--- src/rtl/vga_mem_arbiter_if.sv ---
// Processor, VGA scan-out and frame-RAM signal bundle for vga_mem_arbiter.
// The slave modport is the arbiter's view; master is the surrounding system.
interface vga_mem_arbiter_if #(
  parameter int RAM_AW = 16,
  parameter int DATA_W = 32
);
  logic              proc_req;
  logic              proc_we;
  logic [31:0]       proc_addr;
  logic [DATA_W-1:0] proc_wdata;
  logic [DATA_W-1:0] proc_rdata;
  logic              proc_stall;

  logic              vga_req;
  logic [RAM_AW-1:0] vga_addr;
  logic              vga_gnt;
  logic              vga_valid;
  logic [DATA_W-1:0] vga_rdata;

  logic              ram_en;
  logic              ram_we;
  logic [RAM_AW-1:0] ram_addr;
  logic [DATA_W-1:0] ram_wdata;
  logic [DATA_W-1:0] ram_rdata;

  modport slave (
    input  proc_req, proc_we, proc_addr, proc_wdata,
    output proc_rdata, proc_stall,
    input  vga_req, vga_addr,
    output vga_gnt, vga_valid, vga_rdata,
    output ram_en, ram_we, ram_addr, ram_wdata,
    input  ram_rdata
  );

  modport master (
    output proc_req, proc_we, proc_addr, proc_wdata,
    input  proc_rdata, proc_stall,
    output vga_req, vga_addr,
    input  vga_gnt, vga_valid, vga_rdata,
    input  ram_en, ram_we, ram_addr, ram_wdata,
    output ram_rdata
  );
endinterface

--- src/rtl/vga_mem_arbiter.sv ---
// Single-port VGA frame RAM arbiter: VGA scan-out has priority,
// the processor wins after MAX_WAIT consecutive lost cycles.
module vga_mem_arbiter #(
  parameter int          RAM_AW   = 16,
  parameter int          DATA_W   = 32,
  parameter logic [31:0] VGA_BASE = 32'h0010_0000,
  parameter int          MAX_WAIT = 4
) (
  input  logic             clk,
  input  logic             rst,
  vga_mem_arbiter_if.slave bus
);

  localparam int            WW   = $clog2(MAX_WAIT + 1);
  localparam logic [WW-1:0] WMAX = WW'(MAX_WAIT);

  typedef enum logic {
    IDLE,
    PRD
  } state_e;

  typedef enum logic [1:0] {
    OWN_NONE,
    OWN_VGA,
    OWN_PROC
  } own_e;

  state_e            state_q, state_d;
  own_e              own_q, own_d;
  logic [WW-1:0]     wait_q, wait_d;
  logic [DATA_W-1:0] prdata_q, prdata_d;
  logic [DATA_W-1:0] vrdata_q, vrdata_d;

  logic              hit;
  logic              elig;
  logic              starve;
  logic              proc_gnt;
  logic              vga_gnt;
  logic [RAM_AW-1:0] p_addr;
  logic              unused_byte_sel;

  assign hit = bus.proc_req &&
    (bus.proc_addr[31:RAM_AW+2] == VGA_BASE[31:RAM_AW+2]);
  assign p_addr = bus.proc_addr[RAM_AW+1:2];
  assign unused_byte_sel = ^bus.proc_addr[1:0];

  // A read in its data cycle must not be issued a second time.
  assign elig   = hit && (state_q != PRD);
  assign starve = elig && (wait_q == WMAX);

  always_comb begin
    state_d       = IDLE;
    own_d         = OWN_NONE;
    wait_d        = '0;
    proc_gnt      = 1'b0;
    vga_gnt       = 1'b0;
    bus.ram_en    = 1'b0;
    bus.ram_we    = 1'b0;
    bus.ram_addr  = '0;
    bus.ram_wdata = '0;
    bus.proc_stall = 1'b0;

    priority case (1'b1)
      starve:      proc_gnt = 1'b1;
      bus.vga_req: vga_gnt  = 1'b1;
      elig:        proc_gnt = 1'b1;
      default:     ;
    endcase

    if (elig && !proc_gnt) begin
      bus.proc_stall = 1'b1;
      wait_d = (wait_q == WMAX) ? wait_q : wait_q + 1'b1;
    end

    if (proc_gnt) begin
      bus.ram_en   = 1'b1;
      bus.ram_we   = bus.proc_we;
      bus.ram_addr = p_addr;
      if (bus.proc_we) begin
        bus.ram_wdata = bus.proc_wdata;
      end else begin
        bus.proc_stall = 1'b1;
        state_d = PRD;
        own_d   = OWN_PROC;
      end
    end else if (vga_gnt) begin
      bus.ram_en   = 1'b1;
      bus.ram_addr = bus.vga_addr;
      own_d        = OWN_VGA;
    end
  end

  // Read data is steered by the owner of last cycle's access.
  assign prdata_d = (own_q == OWN_PROC) ? bus.ram_rdata : prdata_q;
  assign vrdata_d = (own_q == OWN_VGA)  ? bus.ram_rdata : vrdata_q;

  assign bus.vga_gnt    = vga_gnt;
  assign bus.vga_valid  = (own_q == OWN_VGA);
  assign bus.vga_rdata  = vrdata_d;
  assign bus.proc_rdata = prdata_d;

  always_ff @(posedge clk or negedge rst) begin
    if (!rst) begin
      state_q  <= IDLE;
      own_q    <= OWN_NONE;
      wait_q   <= '0;
      prdata_q <= '0;
      vrdata_q <= '0;
    end else begin
      state_q  <= state_d;
      own_q    <= own_d;
      wait_q   <= wait_d;
      prdata_q <= prdata_d;
      vrdata_q <= vrdata_d;
    end
  end

endmodule

--- src/flat_wrapper.sv ---
// flat-port wrapper written by rule: the top's interface ports become plain ports
module vga_mem_arbiter_flat 
#(
  parameter int          RAM_AW   = 16,
  parameter int          DATA_W   = 32,
  parameter logic [31:0] VGA_BASE = 32'h0010_0000,
  parameter int          MAX_WAIT = 4
)
  (clk, rst, bus_proc_req, bus_proc_we, bus_proc_addr, bus_proc_wdata, bus_proc_rdata, bus_proc_stall, bus_vga_req, bus_vga_addr, bus_vga_gnt, bus_vga_valid, bus_vga_rdata, bus_ram_en, bus_ram_we, bus_ram_addr, bus_ram_wdata, bus_ram_rdata);
  vga_mem_arbiter_if #(.RAM_AW(RAM_AW), .DATA_W(DATA_W)) bus_i ();
  input  logic clk;
  input  logic rst;
  input wire logic [$bits(bus_i.proc_req)-1:0] bus_proc_req;
  input wire logic [$bits(bus_i.proc_we)-1:0] bus_proc_we;
  input wire logic [$bits(bus_i.proc_addr)-1:0] bus_proc_addr;
  input wire logic [$bits(bus_i.proc_wdata)-1:0] bus_proc_wdata;
  output wire logic [$bits(bus_i.proc_rdata)-1:0] bus_proc_rdata;
  output wire logic [$bits(bus_i.proc_stall)-1:0] bus_proc_stall;
  input wire logic [$bits(bus_i.vga_req)-1:0] bus_vga_req;
  input wire logic [$bits(bus_i.vga_addr)-1:0] bus_vga_addr;
  output wire logic [$bits(bus_i.vga_gnt)-1:0] bus_vga_gnt;
  output wire logic [$bits(bus_i.vga_valid)-1:0] bus_vga_valid;
  output wire logic [$bits(bus_i.vga_rdata)-1:0] bus_vga_rdata;
  output wire logic [$bits(bus_i.ram_en)-1:0] bus_ram_en;
  output wire logic [$bits(bus_i.ram_we)-1:0] bus_ram_we;
  output wire logic [$bits(bus_i.ram_addr)-1:0] bus_ram_addr;
  output wire logic [$bits(bus_i.ram_wdata)-1:0] bus_ram_wdata;
  input wire logic [$bits(bus_i.ram_rdata)-1:0] bus_ram_rdata;
  assign bus_i.proc_req = bus_proc_req;
  assign bus_i.proc_we = bus_proc_we;
  assign bus_i.proc_addr = bus_proc_addr;
  assign bus_i.proc_wdata = bus_proc_wdata;
  assign bus_proc_rdata = bus_i.proc_rdata;
  assign bus_proc_stall = bus_i.proc_stall;
  assign bus_i.vga_req = bus_vga_req;
  assign bus_i.vga_addr = bus_vga_addr;
  assign bus_vga_gnt = bus_i.vga_gnt;
  assign bus_vga_valid = bus_i.vga_valid;
  assign bus_vga_rdata = bus_i.vga_rdata;
  assign bus_ram_en = bus_i.ram_en;
  assign bus_ram_we = bus_i.ram_we;
  assign bus_ram_addr = bus_i.ram_addr;
  assign bus_ram_wdata = bus_i.ram_wdata;
  assign bus_i.ram_rdata = bus_ram_rdata;
  vga_mem_arbiter #(.RAM_AW(RAM_AW), .DATA_W(DATA_W), .VGA_BASE(VGA_BASE), .MAX_WAIT(MAX_WAIT)) u_core (.clk(clk), .rst(rst), .bus(bus_i));
endmodule
--- config.mk ---
export PLATFORM = sky130hd
export DESIGN_NAME = vga_mem_arbiter_flat
export DESIGN_NICKNAME = d
export VERILOG_FILES = /design/src/rtl/vga_mem_arbiter_if.sv /design/src/rtl/vga_mem_arbiter.sv /design/src/flat_wrapper.sv
export SDC_FILE = /design/constraint.sdc
export NUM_CORES = 1
export LEC_CHECK = 0
export ABC_AREA = 1
export BUFFER_PORTS_ARGS = -buffer_cell sky130_fd_sc_hd__buf_2
export CAP_MARGIN = 20
export CORE_MARGIN = 5
export CORE_UTILIZATION = 40
export CTS_CLUSTER_DIAMETER = 50
export DETAILED_ROUTE_END_ITERATION = 6
export PLACE_DENSITY = 0.81
export SYNTH_ARGS = -nofsm -noshare
export SYNTH_HDL_FRONTEND = slang
export SYNTH_SLANG_ARGS = --single-unit
--- constraint.sdc ---
create_clock -name clk -period 2.51 [get_ports clk]
set_input_delay 0.1255 -clock clk [delete_from_list [all_inputs] [get_ports clk]]
set_output_delay 0.1255 -clock clk [all_outputs]
set_load 0.1 [all_outputs]
Word level (Yosys, flattened, before mapping)
Cells that the tools add are included.
{"block": "word_totals", "memories": 0, "out_inout_bits": 117, "rom_bits": 0, "reg_bits": 70, "mem_bits_rw": 0, "word_cells": 41, "latchBits": 0}
{"block": "classes", "order_cmp": 0, "add_sub_neg": 1, "mux": 24, "div_mod_pow": 0, "bitwise_logic": 1, "n_eq_ne": 5, "mul": 0, "n_shift": 0, "n_reduce_logical": 5}
{"op": "$mux 32", "count": 4}
{"op": "$mux 16", "count": 2}
{"op": "$eq 14x3->1 const B", "count": 1}
{"op": "$mux 1", "count": 14}
{"op": "$mux 3", "count": 2}
{"op": "$logic_and 1x1->1", "count": 4}
{"op": "$mux 2", "count": 2}
{"op": "$add 3x1->3 const B", "count": 1}
{"op": "$eq 3x3->1 const B", "count": 1}
{"op": "$eq 2x1->1 const B", "count": 1}
{"op": "$eq 2x2->1 const B", "count": 1}
{"op": "$ne 2x2->1 const B", "count": 1}
{"op": "$logic_not 1->1", "count": 1}
{"op": "$not 1->1", "count": 1}

Logic depth before layout (Yosys ltp)
Gate-level depths: netlist (run 1).
{"block": "depth", "ltp_word": 11, "mapped_depth": 8, "ltp_nobuf": 7}

Worst setup path before layout (run 1)
Ideal clock, no wire load.
{"block": "synth_path", "path_type": "flip-flop to flip-flop", "from": "register u_core.own_q[1]", "to": "register u_core.vrdata_q[0]", "t_arrival_ps": 4379, "setup_slack_ps": -2223, "synth_period_minus_slack_ps": 4733, "path_stages_with_launch": 5, "n_path_buf": 1, "cell_sequence": "dfrtp_1 nor2_1 inv_2 clkbuf_1 o21ai_0"}
{"block": "synth_between", "elab_chain_cells": 2}
{"item": "start, declared", "line": "vga_mem_arbiter.sv:29", "text": "own_e own_q, own_d;"}
{"item": "start signal, assigned", "line": "vga_mem_arbiter.sv:111", "text": "own_q <= own_d;"}
{"item": "$eq 2x1->1"}
{"item": "named net bus_vga_valid", "line": "flat_wrapper.sv:22", "text": "output wire logic [$bits(bus_i.vga_valid)-1:0] bus_vga_valid;"}
{"item": "$mux 32", "line": "vga_mem_arbiter.sv:95", "text": "assign vrdata_d = (own_q == OWN_VGA) ? bus.ram_rdata : vrdata_q;"}
{"item": "named net bus_vga_rdata[0]", "line": "flat_wrapper.sv:23", "text": "output wire logic [$bits(bus_i.vga_rdata)-1:0] bus_vga_rdata;"}
{"item": "end signal, assigned", "line": "vga_mem_arbiter.sv:114", "text": "vrdata_q <= vrdata_d;"}
{"item": "end, declared", "line": "vga_mem_arbiter.sv:32", "text": "logic [DATA_W-1:0] vrdata_q, vrdata_d;"}
The timed path passes the listed nets, and every way through them passes these cells.
A chain may end at the register's enable or synchronous reset.

Worst setup path in the final report (run 1)
{"block": "layout_path", "from": "register u_core.wait_q[0]", "to": "output bus_ram_en"}
{"block": "layout_between", "elab_chain_cells": 5}
{"item": "start, declared", "line": "vga_mem_arbiter.sv:30", "text": "logic [WW-1:0] wait_q, wait_d;"}
{"item": "start signal, assigned", "line": "vga_mem_arbiter.sv:112", "text": "wait_q <= wait_d;"}
{"item": "$eq 3x3->1 *", "line": "vga_mem_arbiter.sv:49", "text": "assign starve = elig && (wait_q == WMAX);"}
{"item": "$logic_and 1x1->1 *", "line": "vga_mem_arbiter.sv:49"}
{"item": "$mux 1", "line": "vga_mem_arbiter.sv:63", "text": "priority case (1'b1)"}
{"item": "$mux 1", "line": "vga_mem_arbiter.sv:86", "text": "end else if (vga_gnt) begin"}
{"item": "$mux 1 *", "line": "vga_mem_arbiter.sv:75", "text": "if (proc_gnt) begin"}
{"item": "end, declared", "line": "flat_wrapper.sv:24", "text": "output wire logic [$bits(bus_i.ram_en)-1:0] bus_ram_en;"}
Every way passes the cells marked *; elsewhere a longest branch is shown, timed or not.

==> results.sh, run 1 <==
export IMPL_outcome="completed"
export IMPL_p_leak_nw=3.09
export IMPL_cts_sinks=69
export IMPL_synthAdderAreaFrac=0.00743
export IMPL_drive_above_1_share=0.500
export IMPL_num_rows=33
export IMPL_io_buffers=231
export IMPL_place_congestion=0.829
export IMPL_yosys_area_share_simple=0.264
export IMPL_ys_ff_latch=69
export IMPL_htreeDepth=3
export IMPL_crit_required_ns=2.38
export IMPL_arrival_ns=2.22
export IMPL_dieArea_um2=10300
export IMPL_netlist_area_leader_share=0.513
export IMPL_layout_common_cells="buf_2, nand2_1, inv_1, dfrtp_1, buf_12"
export IMPL_drt_pass1_iter_count=5
export IMPL_cts_buffer_depth=2
export IMPL_fin_skew_ns=0.00953
export IMPL_crit_path_start_kind="flip-flop"
export IMPL_ios=234
export IMPL_antennaDiodeCount=0
export IMPL_route_detailed_drc=0
export IMPL_synth_nets=536
export IMPL_muxShareOfSynthArea=0
export IMPL_final_common_cell="buf_2"
export IMPL_hpwl_um=9560
export IMPL_cp_max_fo=18
export IMPL_dieWidth_um=102
export IMPL_drtIter0Drc=118
export IMPL_viasPerCell=4.75
export IMPL_end_kind="output port"
export IMPL_fp_dieH_um=102
export IMPL_insertion_delay_ns=0.33
export IMPL_synth_xor_area_share=0.00260
export IMPL_groute_usage_overall=0.222
export IMPL_finalSetupViolations=0
export IMPL_ys_warnings_count=0
export IMPL_regArea_um2=1730
export IMPL_syn_to_final_growth_pct=71.0
export IMPL_drv_slew=0
export IMPL_clk_pin_slew_ns=0.07
export IMPL_avgSynthCellArea_um2=8.07
export IMPL_wirelength_um=11900
export IMPL_antenna_found_initial=0
export IMPL_pwr_density_cell_nw_per_um2=534
export IMPL_yosys_top_cells_area="dfrtp_1, nand2_1, o21ai_0, inv_1, nor2_2"
export IMPL_synth_largest_area_cell="dfrtp_1"
export IMPL_grt_pass1_vias=3705
export IMPL_multi_input_area_um2=1620
export IMPL_ant_nets=0
export IMPL_syn_inst=417
export IMPL_crit_type="flip-flop to output port"
export IMPL_vias=3616
export IMPL_synth_area_um2=3370
export IMPL_grt_max_degree=45
export IMPL_cts_tree="done"
export IMPL_cts_setup_buffers=0
export IMPL_peakVddDrop_v=0.000432
export IMPL_hold_violations=0
export IMPL_cts_buffers_inserted=9
export IMPL_synth_seq_area_share=0.513
export IMPL_fill_cells=628
export IMPL_synth_distinct_cells=20
export IMPL_dpl_worst_slack_ns=0.379
export IMPL_synth_top_family_by_area="simple AND/OR/NAND/NOR gates"
export IMPL_core_area_um2=8220
export IMPL_setup_ws_ns=0.166
export IMPL_slew_headroom=0.559
export IMPL_synth_compound_area_frac=0.0967
export IMPL_max_freq_ghz=0.427
export IMPL_clockRootBuffer="clkbuf_8"
export IMPL_timing_hold_ws_ns=0.0932
export IMPL_cap_viol_max_count=0
export IMPL_wl_per_cell_um=15.6
export IMPL_fin_crit_ns=2.34
export IMPL_fin_nets=770
export IMPL_tns_ns=0
export IMPL_grt_overflow=0
export IMPL_grt_pass1_wl_um=18200
export IMPL_post_route_period_util=0.934
export IMPL_hp_class="input pin to flip-flop"
export IMPL_worstMarginPinSlew_ns=0.661
export IMPL_start_util=0.410
-- final cells by class --
cell class | instances | area share
Timing Repair Buffer | 243 | 0.305
Sequential cell | 69 | 0.300
Multi-Input combinational cell | 253 | 0.282
Clock inverter | 6 | 0.0163
Tap cell | 105 | 0.0228
Clock buffer | 10 | 0.0239
Inverter | 75 | 0.0498
-- path summary, 6_finish.rpt --
path	start	end	slack, ns	cells past startpoint
setup / recovery	u_core.wait_q[0]$_DFFE_PN0P_	bus_ram_en	0.17	9
hold / removal	bus_proc_we	u_core.own_q[1]$_DFF_PN0_	0.09	2
setup reg to reg	u_core.wait_q[0]$_DFFE_PN0P_	u_core.own_q[0]$_DFF_PN0_	0.89	8
hold reg to reg	u_core.wait_q[0]$_DFFE_PN0P_	u_core.wait_q[0]$_DFFE_PN0P_	0.47	1
max in group asynchronous	rst	u_core.vrdata_q[2]$_DFF_PN0_	1.34	3
min in group asynchronous	rst	u_core.prdata_q[24]$_DFF_PN0_	0.38	2
-- power breakdown --
part,switching [W],internal (W),total [W]
logic,0.000702,0.000188,0.000890
registers,0.0000131,0.00116,0.00117
clock network,0.000422,0.000593,0.00102
total,0.00114,0.00194,0.00308
-- per-layer routing --
layer	part of all wire	global-route usage	vias up	routed length, um
li1	-	-	1773	-
met1	0.36	0.256	1675	4270
met2	0.56	0.407	145	6660
met3	0.064	0.0496	23	757
met4	0.019	0.0685	0	227
met5	0	0	-	0
-- cell usage after synthesis --
master and count:
buf_1 1, buf_2 2, buf_6 4, clkbuf_1 14, dfrtp_1 69, ha_1 2
inv_1 74, inv_2 1, nand2_1 90, nand2_2 1, nand3_1 19, nand3_4 1
nand4_1 17, nand4_4 1, nor2_1 24, nor2_2 29, nor2_4 1, nor2_8 1
o21ai_0 65, xnor2_1 1
-- flip-flops by register name (all words and copies together) (netlist names) --
name             cells
u_core.prdata_q     32
u_core.own_q         2
u_core.vrdata_q     32
u_core.wait_q        3
-- logic make-up after synthesis --
family	Yosys count
compound gates	65
simple gates	184
flops	69
xor+xnor	1
buf+inv	96
fa+ha+maj	2
-- worst max-delay path: stages (launching register included) --
cell	delay [ns]
dfrtp_1	0.37
inv_1	0.06
ha_1	0.19
nand2_1	0.10
nand2_2	0.12
buf_4	0.24
nand3_4	0.20
nand2_1	0.11
nand2_1	0.07
buf_2	0.43
-- what timing repair did --
action | in CTS | in global routing
endpoints found under the setup margin | 0 | 23
hold endpoints to repair | 28 | 0
hold buffers | 1 | 0
gates resized for setup | 0 | 1
-- per-stage QoR --
step / total power (W) / std cells / utilization / area, um^2
after detailed placement: 0.00208 / 743 / 0.669 / 5500
after global routing: 0.00320 / 761 / 0.700 / 5750
final: 0.00308 / 761 / 0.700 / 5750
after CTS: 0.00311 / 760 / 0.698 / 5740
after floorplan: 0.00187 / 417 / - / 3730
after global placement: 0.00206 / 743 / 0.669 / 5500
No activity file was read; power rests on OpenSTA's default activity.
==> inputs of run 2 (changes only) <==
--- a/config.mk
+++ b/config.mk
@@ -12,7 +12,7 @@
 export CORE_UTILIZATION = 40
 export CTS_CLUSTER_DIAMETER = 50
 export DETAILED_ROUTE_END_ITERATION = 6
-export PLACE_DENSITY = 0.81
+export PLACE_DENSITY_LB_ADDON = 0.25
 export SYNTH_ARGS = -nofsm -noshare
 export SYNTH_HDL_FRONTEND = slang
 export SYNTH_SLANG_ARGS = --single-unit
==> results.sh, run 2 (synthesis results as in run 1) <==
export IMPL_outcome="completed"
export IMPL_p_leak_nw=3.07
export IMPL_num_rows=33
export IMPL_p_switching_w=0.00112
export IMPL_dieWidth_um=102
export IMPL_drive_above_1_share=0.495
export IMPL_fin_nets=768
export IMPL_cap_viol_max_count=0
export IMPL_cts_buffer_depth=2
export IMPL_slowest_delay_ns=0.43
export IMPL_final_util=0.699
export IMPL_dieArea_um2=10300
export IMPL_fp_dieH_um=102
export IMPL_critical_path_slowest_cell="buf_2"
export IMPL_wirelength_um=11100
export IMPL_peakVddDrop_v=0.000651
export IMPL_start_util=0.410
export IMPL_drt_pass1_iter_count=4
export IMPL_antenna_found_initial=0
export IMPL_met1_usage=0.261
export IMPL_crit_chain="nor2_1, nand2_1, nor2_8, nand4_4, inv_1, buf_2"
export IMPL_p_total_w=0.00303
export IMPL_ant_nets=0
export IMPL_ios=234
export IMPL_crit_path_start_kind="flip-flop"
export IMPL_cp_max_fo=17
export IMPL_use_met3=0.0544
export IMPL_worstMarginPinSlew_ns=0.521
export IMPL_p_clk_frac=0.320
export IMPL_hp_class="input pin to flip-flop"
export IMPL_max_freq_ghz=0.434
export IMPL_hold_violations=0
export IMPL_grt_max_degree=70
export IMPL_drv_slew=0
export IMPL_insertion_delay_ns=0.33
export IMPL_busiest_layer="met2"
export IMPL_antennaDiodeCount=0
export IMPL_sw_frac_of_total=0.369
export IMPL_groute_usage_overall=0.216
export IMPL_cts_tree="done"
export IMPL_post_route_period_util=0.918
export IMPL_internal_power_w=0.00191
export IMPL_vias=3536
export IMPL_end_kind="output port"
export IMPL_grt_pass1_wl_um=17500
export IMPL_arrival_ns=2.18
export IMPL_cts_buffers_inserted=9
export IMPL_crit_type="flip-flop to output port"
export IMPL_clk_pin_slew_ns=0.06
export IMPL_pwr_density_cell_nw_per_um2=527
export IMPL_hpwl_um=8760
export IMPL_htreeDepth=3
export IMPL_rsz0062_at_grt="no"
export IMPL_reg_largest_list="u_core.prdata_q: 32 flops, u_core.vrdata_q: 32 flops, u_core.wait_q: 3 flops"
export IMPL_wl_per_cell_um=14.7
export IMPL_syn_to_final_growth_pct=70.7
export IMPL_layout_common_cells="buf_2, nand2_1, inv_1, dfrtp_1, buf_12"
export IMPL_clockRootBuffer="clkbuf_8"
export IMPL_drtIter0Drc=81
export IMPL_pwr_share_seq=0.387
export IMPL_grt_pass1_vias=3651
export IMPL_cts_sinks=69
export IMPL_grt_overflow=0
export IMPL_place_congestion=0.840
export IMPL_io_buffers=231
export IMPL_rrSetupSlack_ns=1.04
export IMPL_pwr_share_comb=0.293
export IMPL_route_detailed_drc=0
export IMPL_slew_headroom=0.655
export IMPL_fin_skew_ns=0.0108
export IMPL_core_area_um2=8220
export IMPL_crit_required_ns=2.38
export IMPL_met2_usage=0.380
export IMPL_finalSetupViolations=0
export IMPL_viasPerCell=4.66
export IMPL_final_common_cell="buf_2"
export IMPL_fin_crit_ns=2.30
-- run 2: layout make-up --
| type | count | area (um^2) |
|---|---|---|
| Sequential cell | 69 | 1730 |
| Fill cell | 662 | 2470 |
| Clock inverter | 5 | 83.8 |
| Multi-Input combinational cell | 253 | 1630 |
| Clock buffer | 11 | 131 |
| Tap cell | 105 | 131 |
| Timing Repair Buffer | 241 | 1750 |
| Inverter | 75 | 287 |
-- run 2: per-layer routing --
| layer | share of wire | vias up | routed length (um) |
|---|---|---|---|
| li1 | - | 1767 | - |
| met1 | 0.37 | 1632 | 4150 |
| met2 | 0.54 | 121 | 5970 |
| met3 | 0.070 | 16 | 783 |
| met4 | 0.021 | 0 | 231 |
| met5 | 0 | - | 0 |
-- run 2: power by group through the flow --
stage | sequential (W) | clock, W | combinational, W
3_5_place_dp | 0.00119 | 0 | 0.000887
5_1_grt | 0.00117 | 0.00105 | 0.000935
4_1_cts | 0.00117 | 0.00100 | 0.000892
3_3_place_gp | 0.00119 | 0 | 0.000875
2_1_floorplan | 0.00119 | 0 | 0.000677
6_report | 0.00117 | 0.000970 | 0.000887
-- run 2: worst paths after layout --
kind,start,end,cells past startpoint
max in group asynchronous,rst,u_core.own_q[1]$_DFF_PN0_,3
worst max register to register,u_core.own_q[1]$_DFF_PN0_,u_core.own_q[0]$_DFF_PN0_,6
worst max-delay path,u_core.own_q[1]$_DFF_PN0_,bus_ram_we,6
worst min register to register,u_core.wait_q[0]$_DFFE_PN0P_,u_core.wait_q[0]$_DFFE_PN0P_,1
worst min-delay path,bus_proc_we,u_core.own_q[1]$_DFF_PN0_,2
min in group asynchronous,rst,u_core.vrdata_q[15]$_DFF_PN0_,3
-- run 2: worst max-delay path: cells and delay by family, from the launching register on --
family | cells | cell delay, ns
buf+inv | 2 | 0.55
flops | 1 | 0.42
simple gates | 4 | 0.87
-- run 2: per-stage QoR --
step | TNS, ns | hold WS [ns] | area, um^2 | worst slack [ns] | instances
after global placement | 0 | 0.171 | 5500 | 0.343 | 741
after detailed placement | 0 | 0.176 | 5500 | 0.279 | 741
after floorplan | -30.66 | -0.170 | 3730 | -0.799 | 417
after global routing | 0 | 0.0721 | 5740 | 0.0475 | 759
after CTS | 0 | 0.0610 | 5740 | 0.0391 | 759
final | 0 | 0.0880 | 5740 | 0.206 | 759
-- run 2: repair_timing --
action                                  in CTS  in global routing
hold buffers                                 1                  0
setup buffers                                0                  0
hold endpoints to repair                    69                  0
resized for setup                            1                  1
cloned                                       1                  0
endpoints found under the setup margin      25                  3
pin swaps                                    1                  0
